===== config.mk =====
export PLATFORM = sky130hd
export DESIGN_NAME = clocks_display_flat
export DESIGN_NICKNAME = d
export VERILOG_FILES = /design/src/rtl/clocks_display_pkg.sv /design/src/rtl/clocks_display_if.sv /design/src/rtl/clocks_display_clk_divider.sv /design/src/rtl/clocks_display.sv /design/src/flat_wrapper.sv
export SDC_FILE = /design/constraint.sdc
export NUM_CORES = 1
export LEC_CHECK = 0
export ABC_CLOCK_PERIOD_IN_PS = 3400
export CORE_MARGIN = 2
export CORE_UTILIZATION = 50
export CTS_BUF_LIST = sky130_fd_sc_hd__clkbuf_16
export CTS_CLUSTER_DIAMETER = 120
export DETAILED_ROUTE_END_ITERATION = 12
export PLACE_DENSITY = 0.68
export SLEW_MARGIN = 30
export SYNTH_ARGS = -nofsm -noshare
export SYNTH_HDL_FRONTEND = slang
export SYNTH_HIERARCHICAL = 1
export SYNTH_SLANG_ARGS = --single-unit

===== constraint.sdc =====
create_clock -name clk -period 3.4 [get_ports clk]
set_clock_uncertainty 0.05 [all_clocks]
set_input_delay 0.51 -clock clk [delete_from_list [all_inputs] [get_ports clk]]
set_output_delay 0.51 -clock clk [all_outputs]
set_load 0.02 [all_outputs]

===== src/rtl/clocks_display_pkg.sv =====
// clocks_display_pkg
//   Shared constants for the timebase / seven-segment display block:
//   active-low segment patterns for BCD 0..9, the blank pattern, the
//   one-cold anode enables, the scan-position type and a BCD decoder.
package clocks_display_pkg;

    // Segment bit order: [0]=a .. [6]=g, [7]=dp. All active-low, dp off.
    localparam logic [7:0] SEG_0     = 8'hC0;
    localparam logic [7:0] SEG_1     = 8'hF9;
    localparam logic [7:0] SEG_2     = 8'hA4;
    localparam logic [7:0] SEG_3     = 8'hB0;
    localparam logic [7:0] SEG_4     = 8'h99;
    localparam logic [7:0] SEG_5     = 8'h92;
    localparam logic [7:0] SEG_6     = 8'h82;
    localparam logic [7:0] SEG_7     = 8'hF8;
    localparam logic [7:0] SEG_8     = 8'h80;
    localparam logic [7:0] SEG_9     = 8'h90;
    localparam logic [7:0] SEG_BLANK = 8'hFF;

    // One-cold digit enables; an[0] is the rightmost digit.
    localparam logic [3:0] AN_SEC_ONES = 4'b1110;
    localparam logic [3:0] AN_SEC_TENS = 4'b1101;
    localparam logic [3:0] AN_MIN_ONES = 4'b1011;
    localparam logic [3:0] AN_MIN_TENS = 4'b0111;
    localparam logic [3:0] AN_OFF      = 4'b1111;

    // Scan position, right to left.
    typedef enum logic [1:0] {
        DIG_SEC_ONES = 2'd0,
        DIG_SEC_TENS = 2'd1,
        DIG_MIN_ONES = 2'd2,
        DIG_MIN_TENS = 2'd3
    } digit_sel_e;

    // BCD to segment pattern; non-decimal codes show a blank digit.
    function automatic logic [7:0] seg_decode(input logic [3:0] bcd);
        logic [7:0] pattern;
        case (bcd)
            4'd0:    pattern = SEG_0;
            4'd1:    pattern = SEG_1;
            4'd2:    pattern = SEG_2;
            4'd3:    pattern = SEG_3;
            4'd4:    pattern = SEG_4;
            4'd5:    pattern = SEG_5;
            4'd6:    pattern = SEG_6;
            4'd7:    pattern = SEG_7;
            4'd8:    pattern = SEG_8;
            4'd9:    pattern = SEG_9;
            default: pattern = SEG_BLANK;
        endcase
        return pattern;
    endfunction

endpackage


===== src/rtl/clocks_display_if.sv =====
// clocks_display_if
//   Bundles the BCD digit inputs, the exported square waves and the
//   seven-segment bus of clocks_display.
//   master : upstream counting logic / board side (drives BCD digits)
//   slave  : clocks_display (drives waves, an, seg)
//   min_tens, min_ones, sec_tens, sec_ones : BCD digits, MM:SS
//   clk_1hz, clk_5hz, clk_500hz            : 50% duty square waves
//   an  : active-low digit enables, an[0] = rightmost digit
//   seg : active-low segments, seg[0]=a .. seg[6]=g, seg[7]=dp
interface clocks_display_if;
    logic [3:0] min_tens;
    logic [3:0] min_ones;
    logic [3:0] sec_tens;
    logic [3:0] sec_ones;
    logic       clk_1hz;
    logic       clk_5hz;
    logic       clk_500hz;
    logic [3:0] an;
    logic [7:0] seg;

    modport master (
        output min_tens, min_ones, sec_tens, sec_ones,
        input  clk_1hz, clk_5hz, clk_500hz, an, seg
    );

    modport slave (
        input  min_tens, min_ones, sec_tens, sec_ones,
        output clk_1hz, clk_5hz, clk_500hz, an, seg
    );
endinterface


===== src/rtl/clocks_display_clk_divider.sv =====
// clk_divider
//   Registered square-wave divider. A counter runs 0..HALF-1; on the
//   cycle it sits at HALF-1 it returns to 0 and the output toggles, so
//   the period is 2*HALF clk cycles and the first rising edge comes HALF
//   cycles after reset release.
//   clk   : system clock
//   rst_n : synchronous active-low reset
//   wave  : square-wave output, 0 in reset
//   rise  : high on the cycle whose closing edge takes wave 0->1
module clk_divider #(
    parameter int unsigned HALF = 2
) (
    input  logic clk,
    input  logic rst_n,
    output logic wave,
    output logic rise
);
    localparam int unsigned CW = (HALF > 1) ? $clog2(HALF) : 1;
    localparam logic [CW-1:0] LAST = CW'(HALF - 1);

    logic [CW-1:0] cnt;
    logic          at_last;

    assign at_last = (cnt == LAST);
    assign rise    = at_last & ~wave;

    always_ff @(posedge clk) begin
        if (!rst_n) begin
            cnt  <= '0;
            wave <= 1'b0;
        end else if (at_last) begin
            cnt  <= '0;
            wave <= ~wave;
        end else begin
            cnt  <= cnt + 1'b1;
        end
    end
endmodule


===== src/rtl/clocks_display.sv =====
// clocks_display
//   Timebase and 4-digit seven-segment driver. Three independent dividers
//   produce 1 Hz, 5 Hz and 500 Hz square waves; the 500 Hz one also paces
//   a 2-bit scan index that multiplexes MM:SS onto one active-low
//   anode/segment bus. an/seg are registered, one cycle behind the index
//   and the BCD inputs.
//   clk   : 100 MHz system clock (only clock)
//   rst_n : synchronous active-low reset
//   bus   : clocks_display_if.slave (BCD in, waves/an/seg out)
module clocks_display
    import clocks_display_pkg::*;
#(
    parameter int unsigned HALF_1HZ   = 50_000_000,
    parameter int unsigned HALF_5HZ   = 10_000_000,
    parameter int unsigned HALF_500HZ = 100_000
) (
    input  logic              clk,
    input  logic              rst_n,
    clocks_display_if.slave   bus
);
    logic wave_1hz, wave_5hz, wave_500hz;
    logic rise_1hz, rise_5hz, rise_500hz;
    logic unused_rise;

    // Only the scan rate's rising-edge strobe is consumed here.
    assign unused_rise = rise_1hz ^ rise_5hz;

    clk_divider #(.HALF(HALF_1HZ)) u_div_1hz (
        .clk   (clk),
        .rst_n (rst_n),
        .wave  (wave_1hz),
        .rise  (rise_1hz)
    );

    clk_divider #(.HALF(HALF_5HZ)) u_div_5hz (
        .clk   (clk),
        .rst_n (rst_n),
        .wave  (wave_5hz),
        .rise  (rise_5hz)
    );

    clk_divider #(.HALF(HALF_500HZ)) u_div_500hz (
        .clk   (clk),
        .rst_n (rst_n),
        .wave  (wave_500hz),
        .rise  (rise_500hz)
    );

    assign bus.clk_1hz   = wave_1hz;
    assign bus.clk_5hz   = wave_5hz;
    assign bus.clk_500hz = wave_500hz;

    digit_sel_e idx;
    logic [3:0] an_next;
    logic [3:0] digit;
    logic [7:0] seg_next;
    logic [3:0] an_q;
    logic [7:0] seg_q;

    // Scan index advances on the same edge where clk_500hz goes 0->1.
    always_ff @(posedge clk) begin
        if (!rst_n) begin
            idx <= DIG_SEC_ONES;
        end else if (rise_500hz) begin
            idx <= digit_sel_e'(idx + 2'd1);
        end
    end

    always_comb begin
        an_next = AN_SEC_ONES;
        digit   = bus.sec_ones;
        case (idx)
            DIG_SEC_ONES: begin an_next = AN_SEC_ONES; digit = bus.sec_ones; end
            DIG_SEC_TENS: begin an_next = AN_SEC_TENS; digit = bus.sec_tens; end
            DIG_MIN_ONES: begin an_next = AN_MIN_ONES; digit = bus.min_ones; end
            DIG_MIN_TENS: begin an_next = AN_MIN_TENS; digit = bus.min_tens; end
            default:      begin an_next = AN_OFF;      digit = '1;           end
        endcase
        seg_next = seg_decode(digit);
    end

    always_ff @(posedge clk) begin
        if (!rst_n) begin
            an_q  <= AN_OFF;
            seg_q <= SEG_BLANK;
        end else begin
            an_q  <= an_next;
            seg_q <= seg_next;
        end
    end

    assign bus.an  = an_q;
    assign bus.seg = seg_q;
endmodule


===== src/flat_wrapper.sv =====
// flat-port wrapper written by rule: the top's interface ports become plain ports
module clocks_display_flat import clocks_display_pkg::*;
#(
    parameter int unsigned HALF_1HZ   = 50_000_000,
    parameter int unsigned HALF_5HZ   = 10_000_000,
    parameter int unsigned HALF_500HZ = 100_000
)
  (clk, rst_n, bus_min_tens, bus_min_ones, bus_sec_tens, bus_sec_ones, bus_clk_1hz, bus_clk_5hz, bus_clk_500hz, bus_an, bus_seg);
  clocks_display_if bus_i ();
  input  logic clk;
  input  logic rst_n;
  input wire logic [$bits(bus_i.min_tens)-1:0] bus_min_tens;
  input wire logic [$bits(bus_i.min_ones)-1:0] bus_min_ones;
  input wire logic [$bits(bus_i.sec_tens)-1:0] bus_sec_tens;
  input wire logic [$bits(bus_i.sec_ones)-1:0] bus_sec_ones;
  output wire logic [$bits(bus_i.clk_1hz)-1:0] bus_clk_1hz;
  output wire logic [$bits(bus_i.clk_5hz)-1:0] bus_clk_5hz;
  output wire logic [$bits(bus_i.clk_500hz)-1:0] bus_clk_500hz;
  output wire logic [$bits(bus_i.an)-1:0] bus_an;
  output wire logic [$bits(bus_i.seg)-1:0] bus_seg;
  assign bus_i.min_tens = bus_min_tens;
  assign bus_i.min_ones = bus_min_ones;
  assign bus_i.sec_tens = bus_sec_tens;
  assign bus_i.sec_ones = bus_sec_ones;
  assign bus_clk_1hz = bus_i.clk_1hz;
  assign bus_clk_5hz = bus_i.clk_5hz;
  assign bus_clk_500hz = bus_i.clk_500hz;
  assign bus_an = bus_i.an;
  assign bus_seg = bus_i.seg;
  clocks_display #(.HALF_1HZ(HALF_1HZ), .HALF_5HZ(HALF_5HZ), .HALF_500HZ(HALF_500HZ)) u_core (.clk(clk), .rst_n(rst_n), .bus(bus_i));
endmodule

[Yosys cells after proc, flatten, opt, wreduce, memory -nomap -nowiden]
Memory sizes are Yosys's and may differ from the RTL's. A register that Yosys moved wholly into a read port is not among the register bits.
Index checks and enable logic that the tools add are counted.
Widths: inputs -> output; s select.
Storage, ports and cells
  flip-flop bits (word level): 84
  output and inout port bits: 15
  logic and storage cells: 32
  bits in latches: 0
  memory bits (read-only): 112
  memory bits (writable): 0
  bits of input ports: 18
  memories: 1
Memories
  (name not given): words 16, width 7, read ports 1, clocked after Yosys merged registers in 1, write ports 0, line clocks_display_pkg.sv:38  | case (bcd)
Cells by class
  reductions and logical operators: 5
  equality and inequality tests: 6
  multiply operators: 0
  bitwise gates (word level): 5
  magnitude comparators: 0
  shifts and indexed selects: 0
  multiplexer cells: 2
  add/sub/neg operators: 4
  divide/modulo/power cells: 0
Operator list (number)
  $pmux 4 s4: 2
  $add 26x1->26 const B: 1
  $eq 26x26->1 const B: 1
  $add 24x1->24 const B: 1
  $eq 24x24->1 const B: 1
  $add 17x1->17 const B: 1
  $eq 17x17->1 const B: 1
  $reduce_or 2->1: 3
  $eq 2x2->1 const B: 2
  $not 1->1: 4
  $add 2x1->2 const B: 1
  $eq 2x1->1 const B: 1
  $logic_not 2->1: 1
  $and 1x1->1: 1
  $logic_not 1->1: 1

[Depth between registers and ports, before layout]
Gate-level depths: netlist of run 1.
  depth after elaboration: 2
  mapped depth: 8
  mapped depth without buffers: 8

[Modules after synthesis]
The synthesis of run 1 kept the hierarchy.
Modules (own cells, without submodules)
  clk_divider at u_core.u_div_1hz: cells each 155, area each 1337.5 sq um, instances 1, seq. area each 540.5 sq um
  clk_divider at u_core.u_div_5hz: cells each 136, area each 1204.9 sq um, instances 1, seq. area each 500.5 sq um
  clk_divider at u_core.u_div_500hz: cells each 90, area each 802.0 sq um, instances 1, seq. area each 360.3 sq um
  clocks_display: cells each 72, area each 690.7 sq um, instances 1, seq. area each 260.2 sq um

[Worst setup path before layout of run 1]
No wires, ideal clock.
  kind: register to register
  start point: register u_core.u_div_1hz.cnt[0]
  end point: register u_core.u_div_1hz.cnt[18]
  data required time: 3.284 ns
  slack: 1.417 ns
  cell stages (with the launch flop): 7
  setup time: 0.066 ns
  buffers on the path: 1
  data arrival time: 1.867 ns
  period minus slack after synthesis: 1.983 ns
  cell sequence: dfxtp_1 > ha_1 > nand2_1 > or4b_1 > buf_2 > or4_4 > a21oi_2
Between the ends
  cells in the longest elaborated chain, start to end: 2
  elaborated cells on any way between the ends: 3
  those cells by class: 1 x add/sub; 1 x eq/ne; 1 x reduce/logical
Ends and longest elaborated chain
  start: declaration: line clocks_display_clk_divider.sv:21  | logic [CW-1:0] cnt;
  start signal: assignment: line clocks_display_clk_divider.sv:35  | cnt <= cnt + 1'b1;
  parallel branches: the longest is 2 deep, another holds $add 26x1->26
Parallel ways; which one is timed is not known.
A chain may end at the register's enable or synchronous reset.

[Worst setup path in the final report of run 1]
  start point: register u_core.u_div_1hz.cnt[0]
  end point: register u_core.u_div_1hz.cnt[3]
The elaborated chain is that of the path after synthesis.

==> results of run 1 <==
[through the flow]
step	hold slack (ns)	util, %	total power [mW]
2_1_floorplan	0.367	-	1.08
3_3_place_gp	0.376	56.6	1.12
5_1_grt	0.426	60.2	2.09
6_report	0.397	60.2	2.00
3_5_place_dp	0.389	56.6	1.12
4_1_cts	0.399	60.2	2.04
[layer usage]
| metal | vias up | global-route usage [%] | wire length (µm) |
|---|---|---|---|
| li1 | 1690 | - | - |
| met2 | 59 | 31.4 | 3760 |
| met1 | 1560 | 23.0 | 3700 |
| met4 | 0 | 6.28 | 68 |
| met3 | 9 | 6.02 | 325 |
| met5 | - | 0 | 0 |
[final cells by class]
type,instances,share of cell area [%]
timing repair buffer,33,6.96
clock inverter,7,1.12
multi-input combinational,329,46.9
clock buffer,9,4.82
inverter,24,1.93
tap,102,2.73
sequential,83,35.5
[power by group]
part,total (mW),switching (mW),internal [mW]
combinational,0.102,0.0537,0.0488
clock,0.903,0.402,0.501
sequential,0.997,0.00939,0.988
total,2.00,0.465,1.54
[how the worst min path moves through the flow]
| stage | depth (start not counted) | slack (ns) | from | endpoint |
|---|---|---|---|---|
| 6_report | 1 | 0.40 | u_core/u_div_1hz/cnt[0] | u_core/u_div_1hz/cnt[0] |
| 5_1_grt | 1 | 0.43 | u_core/u_div_1hz/cnt[0] | u_core/u_div_1hz/cnt[0] |
| 4_1_cts | 1 | 0.40 | u_core/u_div_500hz/cnt[0] | u_core/u_div_500hz/cnt[0] |
| 3_5_place_dp | 1 | 0.39 | u_core/u_div_500hz/cnt[0] | u_core/u_div_500hz/cnt[0] |
| 3_3_place_gp | 1 | 0.38 | u_core/u_div_1hz/cnt[0] | u_core/u_div_1hz/cnt[0] |
| 2_1_floorplan | 1 | 0.37 | u_core/u_div_500hz/cnt[0] | u_core/u_div_500hz/cnt[0] |
[cell usage after synthesis, types with 3 or more instances]
library cell,count
or4_1,15
inv_1,23
and4_1,3
nor3_1,12
xor2_1,9
nand2_1,25
and2_1,8
o31ai_1,14
ha_1,10
o21ai_0,10
a222oi_1,4
nor4_1,13
buf_2,6
or4_4,4
dfxtp_1,83
nand4_1,17
nor2_1,46
buf_4,3
mux2i_1,3
nand3b_1,4
and3_1,8
a21oi_2,3
a21oi_1,22
or3_1,7
nand3_1,19
nor4bb_1,3
or4b_1,3
o21a_1,6
o21ai_1,4
xnor2_1,31
clkbuf_1,6
[cell families (layout without fill, tap and decap cells)]
logic type,Yosys count,count (layout)
buffers and inverters,41,73
other,1,1
AND/OR/NAND/NOR,201,201
adder cells (fa/ha/maj),10,10
multiplexers,6,6
XOR/XNOR,40,40
AO/OA/AOI/OAI,71,71
flip-flops,83,83
[critical path, cell delays in order (launching register included)]
cell,delay [ns]
dfxtp_1,0.35
ha_1,0.20
nand2_1,0.13
or4b_1,0.69
o21ai_2,0.43
buf_4,0.30
nor2_1,0.07
[sequential cells by signal, summed over array words and instances, names as in the netlist]
register,cells
u_core/u_div_500hz/wave,1
u_core/bus.an,4
u_core/u_div_5hz/wave,1
u_core/idx,2
u_core/u_div_5hz/cnt,24
u_core/u_div_1hz/cnt,26
u_core/bus.seg,7
u_core/u_div_1hz/wave,1
u_core/u_div_500hz/cnt,17
==> metrics.md, run 1 <==
| Metric | Value |
|---|---|
| Post-CTS sizing | `0` |
| Synthesis Warnings | `13` |
| CP arrival | `approximately 2.5 ns` |
| Initial antenna violation count | `0` |
| DR pass1 iterations | `4` |
| CTS root buf | `clkbuf_16` |
| Placed cell count | `571` |
| Crit start category | `register` |
| Unrepaired setup endpoints after global routing | `no` |
| Crit Path Class | `reg -> reg` |
| Share of cells above drive strength 1 | `7.84%` |
| Commonest non-fill, non-tap cells in the layout | `dfxtp_1, nor2_1, clkdlybuf4s50_1, xnor2_1, nand2_1` |
| Crit path capture | `u_core/u_div_1hz/cnt[3]` |
| Final setup TNS | `0 ns` |
| Worst vdd ir | `0.232 mV` |
| Setup crit start | `u_core/u_div_1hz/cnt[0]` |
| Pwr/cell area | `428 mW/mm²` |
| Syn Nets | `481` |
| Final hold violations | `0` |
| Std-Cell Rows | `32` |
| R2r endpoint | `u_core/u_div_1hz/cnt[3]` |
| H-tree depth | `3` |
| Avg Cell Area, Syn | `8.91 µm²` |
| PnR worst setup slack | `around 1.1 ns` |
| Leak | `approximately 1.5 nW` |
| Slew headroom | `between 40 and 50%` |
| XOR/XNOR Fraction of Synth Area | `approximately 8.7%` |
| Biggest area consumer among synthesized cells | `dfxtp_1` |
| IO Pins | `33` |
| Least-Margin Pin Slew | `about 0.78 ns` |
| FF+latch count, synth | `between 80 and 90` |
| Drt via density | `between 5 and 6` |
| Mapped Cells | `roughly 450` |
| Critical Path RT | `approximately 3.6 ns` |
| Filler cell count | `698` |
| Dpl hpwl | `5420 µm` |
| Seq/Total Area, Yosys | `41.2%` |
| Max_cap viols | `0` |
| Die width | `93.8 µm` |
| Post-detailed-route count of antenna-violating nets | `0` |
| Avg WL per Cell | `13.4 µm` |
| CTS tree | `built` |
| Finished Layout Cells | `~590` |
| Post-synthesis compound-gate area fraction | `around an eighth` |
| Nets | `about 510` |
| Adder-cell share of the synthesized area | `3.10%` |
| DP Area | `roughly 0.0044 mm²` |
| Async S/R FF share, synth | `0%` |
| R2R depth | `6` |
| CTS max path bufs | `2` |
| Via count | `3318` |
| Port Buf Inserts | `31` |
| Distinct cells, synth | `55` |
| Slew Limit Fails | `0` |
| Top-area cell type share of the netlist area | `41.2%` |
| Combinational family with the most area after synthesis | `simple AND/OR/NAND/NOR gates` |
| Worst skew pair latency | `between 0.3 and 0.4 ns` |
| GRT Resource Usage Total | `roughly a fifth` |
| Fmax | `roughly 430 MHz` |
| Finish-stage setup viols | `0` |
| Setup WS pre-CTS | `approximately 1.0 ns` |
| N_diodes | `0` |
| CTS Sinks | `83` |
| Post-CTS Setup Bufs | `0` |
| Num CTS Buffers | `9` |
| GP Congestion | `0.826` |
| Vias in the first global route | `3026` |
| Reg2reg setup slack | `about 1.1 ns` |
| Simple-gate portion of the synthesized area | `28.9%` |
| Grt ovf | `0` |
| Period utilization | `between 60 and 70%` |
| Status | `finished, final reports clean` |
| R2r startpoint | `u_core/u_div_1hz/cnt[0]` |
| Minimum clock period | `around 2.3 ns` |
| Final Cell Area | `about 0.0047 mm²` |
| Hold Buf Count CTS | `0` |
| Syn Std Cell Area | `a little over 0.004 mm²` |
| Post-Route WL | `about 7900 µm` |
| Crit. End Element | `register` |
| Drt initial violations | `between 100 and 150` |
| Footprint of the multi-input gates | `between 0.002 and 0.0025 mm²` |
| Number of synthesized flops with an enable pin | `0` |
| DRC | `0` |
| Commonest non-fill, non-tap cell in the layout | `dfxtp_1` |
| Layout area overhead | `15.9%` |
| Worst Hold Class | `reg -> reg` |
| Initial Util | `around half` |
| Mux cell area share after synthesis | `1.71%` |
| First-pass GRT wire length | `about 13000 µm` |
| Placeable Area | `slightly below 0.008 mm²` |
| Synth Flop Type | `dfxtp_1` |
| Crit Path Max Fanout | `16` |
| Reg area | `approximately 0.0017 mm²` |
| Worst-path clk slew | `0.06 ns` |
| Chip height | `around 94 µm` |
| Largest net degree at the start of global routing | `24` |
| Full die area | `0.00881 mm²` |
| Main area contributors after synthesis | `dfxtp_1, xnor2_1, nor2_1` |
No activity file was read; power rests on OpenSTA's default activity.
==> inputs of run 2 (changes only) <==
ABC_CLOCK_PERIOD_IN_PS = 2000   (was 3400)
PLACE_DENSITY = 0.71   (was 0.68)
clock period = 2 ns   (was 3.4 ns; I/O delays follow)
==> run 2 against run 1 <==
  * Sequential power is 70% higher
  * Register-to-register slack worse by 1.0 ns
  * Cell area grew 9.8%
  * Flip-flop and latch count stayed put
  * Sequential share of layout area fell by 3.0 points
  * First-iteration DRC count grew 52%
  * Critical endpoint is now u_core/bus.seg[3]
  * Highest routed layer unchanged
==> metrics.md, run 2 (synthesis gave the netlist of run 1 again) <==
| Metric | Value |
|---|---|
| Status | `finished, final reports clean` |
| N_diodes | `0 (unchanged)` |
| CP arrival | `2.18 ns (-0.32 ns)` |
| DP Area | `0.00471 mm² (+7.0%)` |
| Reg area | `0.00167 mm² (+0.60%)` |
| Nets | `550 (+8.3%)` |
| Hold Buf Count CTS | `0 (unchanged)` |
| Hold path startpoint | `u_core/u_div_500hz/cnt[0]` |
| Biggest register | `u_core/u_div_1hz/cnt` |
| Least-Margin Pin Slew | `0.654 ns (-0.131 ns)` |
| Crit. End Element | `register` |
| Port Buf Inserts | `31 (unchanged)` |
| Vias in the first global route | `3362 (+11%)` |
| CTS Sinks | `83 (unchanged)` |
| Commonest non-fill, non-tap cell in the layout | `dfxtp_1` |
| Grt ovf | `0 (unchanged)` |
| Final Cell Area | `0.00513 mm² (+9.8%)` |
| R2r startpoint | `u_core/idx[0]` |
| Crit start category | `register` |
| First-pass GRT wire length | `14800 µm (+9.7%)` |
| CTS tree | `built` |
| R2r endpoint | `u_core/bus.seg[3]` |
| Critical Path RT | `2.22 ns (-1.35 ns)` |
| DR pass1 iterations | `5 (+1)` |
| WHS Endpoint | `u_core/u_div_500hz/cnt[0]` |
| Final hold violations | `0 (unchanged)` |
| Setup WS pre-CTS | `-0.0744 ns (-1.11 ns)` |
| Worst vdd ir | `0.724 mV (+210%)` |
| Finish-stage setup viols | `0 (unchanged)` |
| Drt initial violations | `193 (+52%)` |
| Max_cap viols | `0 (unchanged)` |
| Slew Limit Fails | `0 (unchanged)` |
| CTS max path bufs | `2 (unchanged)` |
| Slew headroom | `56.0% (+9.8 points)` |
| Dpl hpwl | `5970 µm (+10%)` |
| GP Congestion | `0.767 (-7.1%)` |
| Worst skew pair latency | `0.33 ns (about the same)` |
| Layout area overhead | `27.2%` |
| Fmax | `510 MHz (+19%)` |
| GRT Resource Usage Total | `20.7% (+1.9 points)` |
| Largest net degree at the start of global routing | `19 (-21%)` |
| Minimum clock period | `1.96 ns (-0.374 ns)` |
| Unrepaired setup endpoints after global routing | `yes` |
| Crit Path Class | `reg -> reg` |
| Die width | `93.8 µm (unchanged)` |
| Largest register FFs | `26 (unchanged)` |
| Worst Hold Depth | `1 (unchanged)` |
| Footprint of the multi-input gates | `0.00226 mm² (+3.1%)` |
| CTS root buf | `clkbuf_16` |
| Post-Route WL | `8600 µm (+9.4%)` |
| Num CTS Buffers | `9 (unchanged)` |
| Initial Util | `51.9% (unchanged)` |
| Via count | `3493 (+5.3%)` |
| Worst-path clk slew | `0.06 ns (about the same)` |
| Final setup TNS | `0 ns (unchanged)` |
| DRC | `0 (unchanged)` |
| R2R depth | `6 (unchanged)` |
| Leak | `1.78 nW (+16%)` |
| Biggest regs | `u_core/u_div_1hz/cnt: 26 flops, u_core/u_div_5hz/cnt: 24 flops, u_core/u_div_500hz/cnt: 17 flops` |
| IO Pins | `33 (unchanged)` |
| Reg2reg setup slack | `0.04 ns (-1.03 ns)` |
| Std-Cell Rows | `32 (unchanged)` |
| Chip height | `93.8 µm (unchanged)` |
| Share of cells above drive strength 1 | `18.8% (+11 points)` |
| Drt via density | `5.55 (-1.8%)` |
| Placeable Area | `0.00777 mm² (unchanged)` |
| Avg WL per Cell | `13.7 µm (+2.1%)` |
| Full die area | `0.00881 mm² (unchanged)` |
| Crit Path Max Fanout | `4 (-12)` |
| Filler cell count | `656 (-6.0%)` |
| Period utilization | `98.1% (+29 points)` |
| PnR worst setup slack | `0.0377 ns (-1.03 ns)` |
| Pwr/cell area | `734 mW/mm² (+71%)` |
| Post-detailed-route count of antenna-violating nets | `0 (unchanged)` |
| H-tree depth | `3 (unchanged)` |
| Worst Hold Class | `reg -> reg` |
| Initial antenna violation count | `0 (unchanged)` |
| Commonest non-fill, non-tap cells in the layout | `dfxtp_1, nor2_1, buf_4` |
run 2: cell types whose count changed in the layout (fill, tap and decap cells not counted), moves of 3 or more:
cell,before,now
bufinv_16,0,3
ha_1,10,5
buf_4,2,44
inv_1,24,21
dfxtp_1,83,79
ha_2,0,3
run 2: worst max path at each step:
stage                             from                  endpoint  slack, ns  depth (start not counted)
6_report                 u_core/idx[0]         u_core/bus.seg[3]       0.04                          6
3_3_place_gp           bus_sec_tens[1]         u_core/bus.seg[3]      -0.03                          5
2_1_floorplan  u_core/u_div_1hz/cnt[0]  u_core/u_div_1hz/cnt[18]       0.02                          6
5_1_grt                  u_core/idx[1]         u_core/bus.seg[3]      -0.04                          7
4_1_cts                  u_core/idx[0]         u_core/bus.seg[0]      0.002                          6
3_5_place_dp           bus_sec_tens[1]         u_core/bus.seg[0]      -0.07                          5
run 2: critical path, cell delays in order, from the launching register on:
cell      delay (ns)
dfxtp_4         0.39
inv_2           0.06
ha_4            0.17
a222oi_1        0.41
mux2i_2         0.15
or4b_4          0.58
nand3_1         0.09
run 2: timing repair:
item / in CTS / in global routing
resized for setup: 5 / 19
endpoints found under the setup margin: 10 / 15
buffers inserted: 0 / 1
pin swaps: 3 / 5
run 2: area by class of cell:
class | instances | area share [%]
Clock buffer | 9 | 4.39
Multi-Input combinational cell | 329 | 44.1
Inverter | 24 | 1.76
Clock inverter | 7 | 2.27
Tap cell | 102 | 2.49
Timing Repair Buffer | 75 | 12.5
Sequential cell | 83 | 32.6
run 2: power by group:
| group | internal (mW) | switching (mW) |
|---|---|---|
| Clock | 1.22 | 0.651 |
| Combinational | 0.106 | 0.102 |
| Sequential | 1.68 | 0.0141 |
run 2: metal layers:
layer | vias to the layer above | track usage [%] | wire (µm)
li1 | 1769 | - | -
met1 | 1649 | 24.4 | 3800
met2 | 66 | 36.5 | 4280
met3 | 9 | 6.42 | 432
met4 | 0 | 5.19 | 89
met5 | - | 0 | 0
run 2: stage by stage:
step / instances / utilization (%) / hold WS [ns] / total power [mW]
6_report: 629 / 66.1 / 0.399 / 3.77
5_1_grt: 629 / 66.1 / 0.443 / 3.90
4_1_cts: 628 / 65.1 / 0.411 / 3.80
3_5_place_dp: 612 / 60.6 / 0.402 / 1.93
3_3_place_gp: 612 / 60.6 / 0.379 / 1.93
2_1_floorplan: 453 / - / 0.367 / 1.83
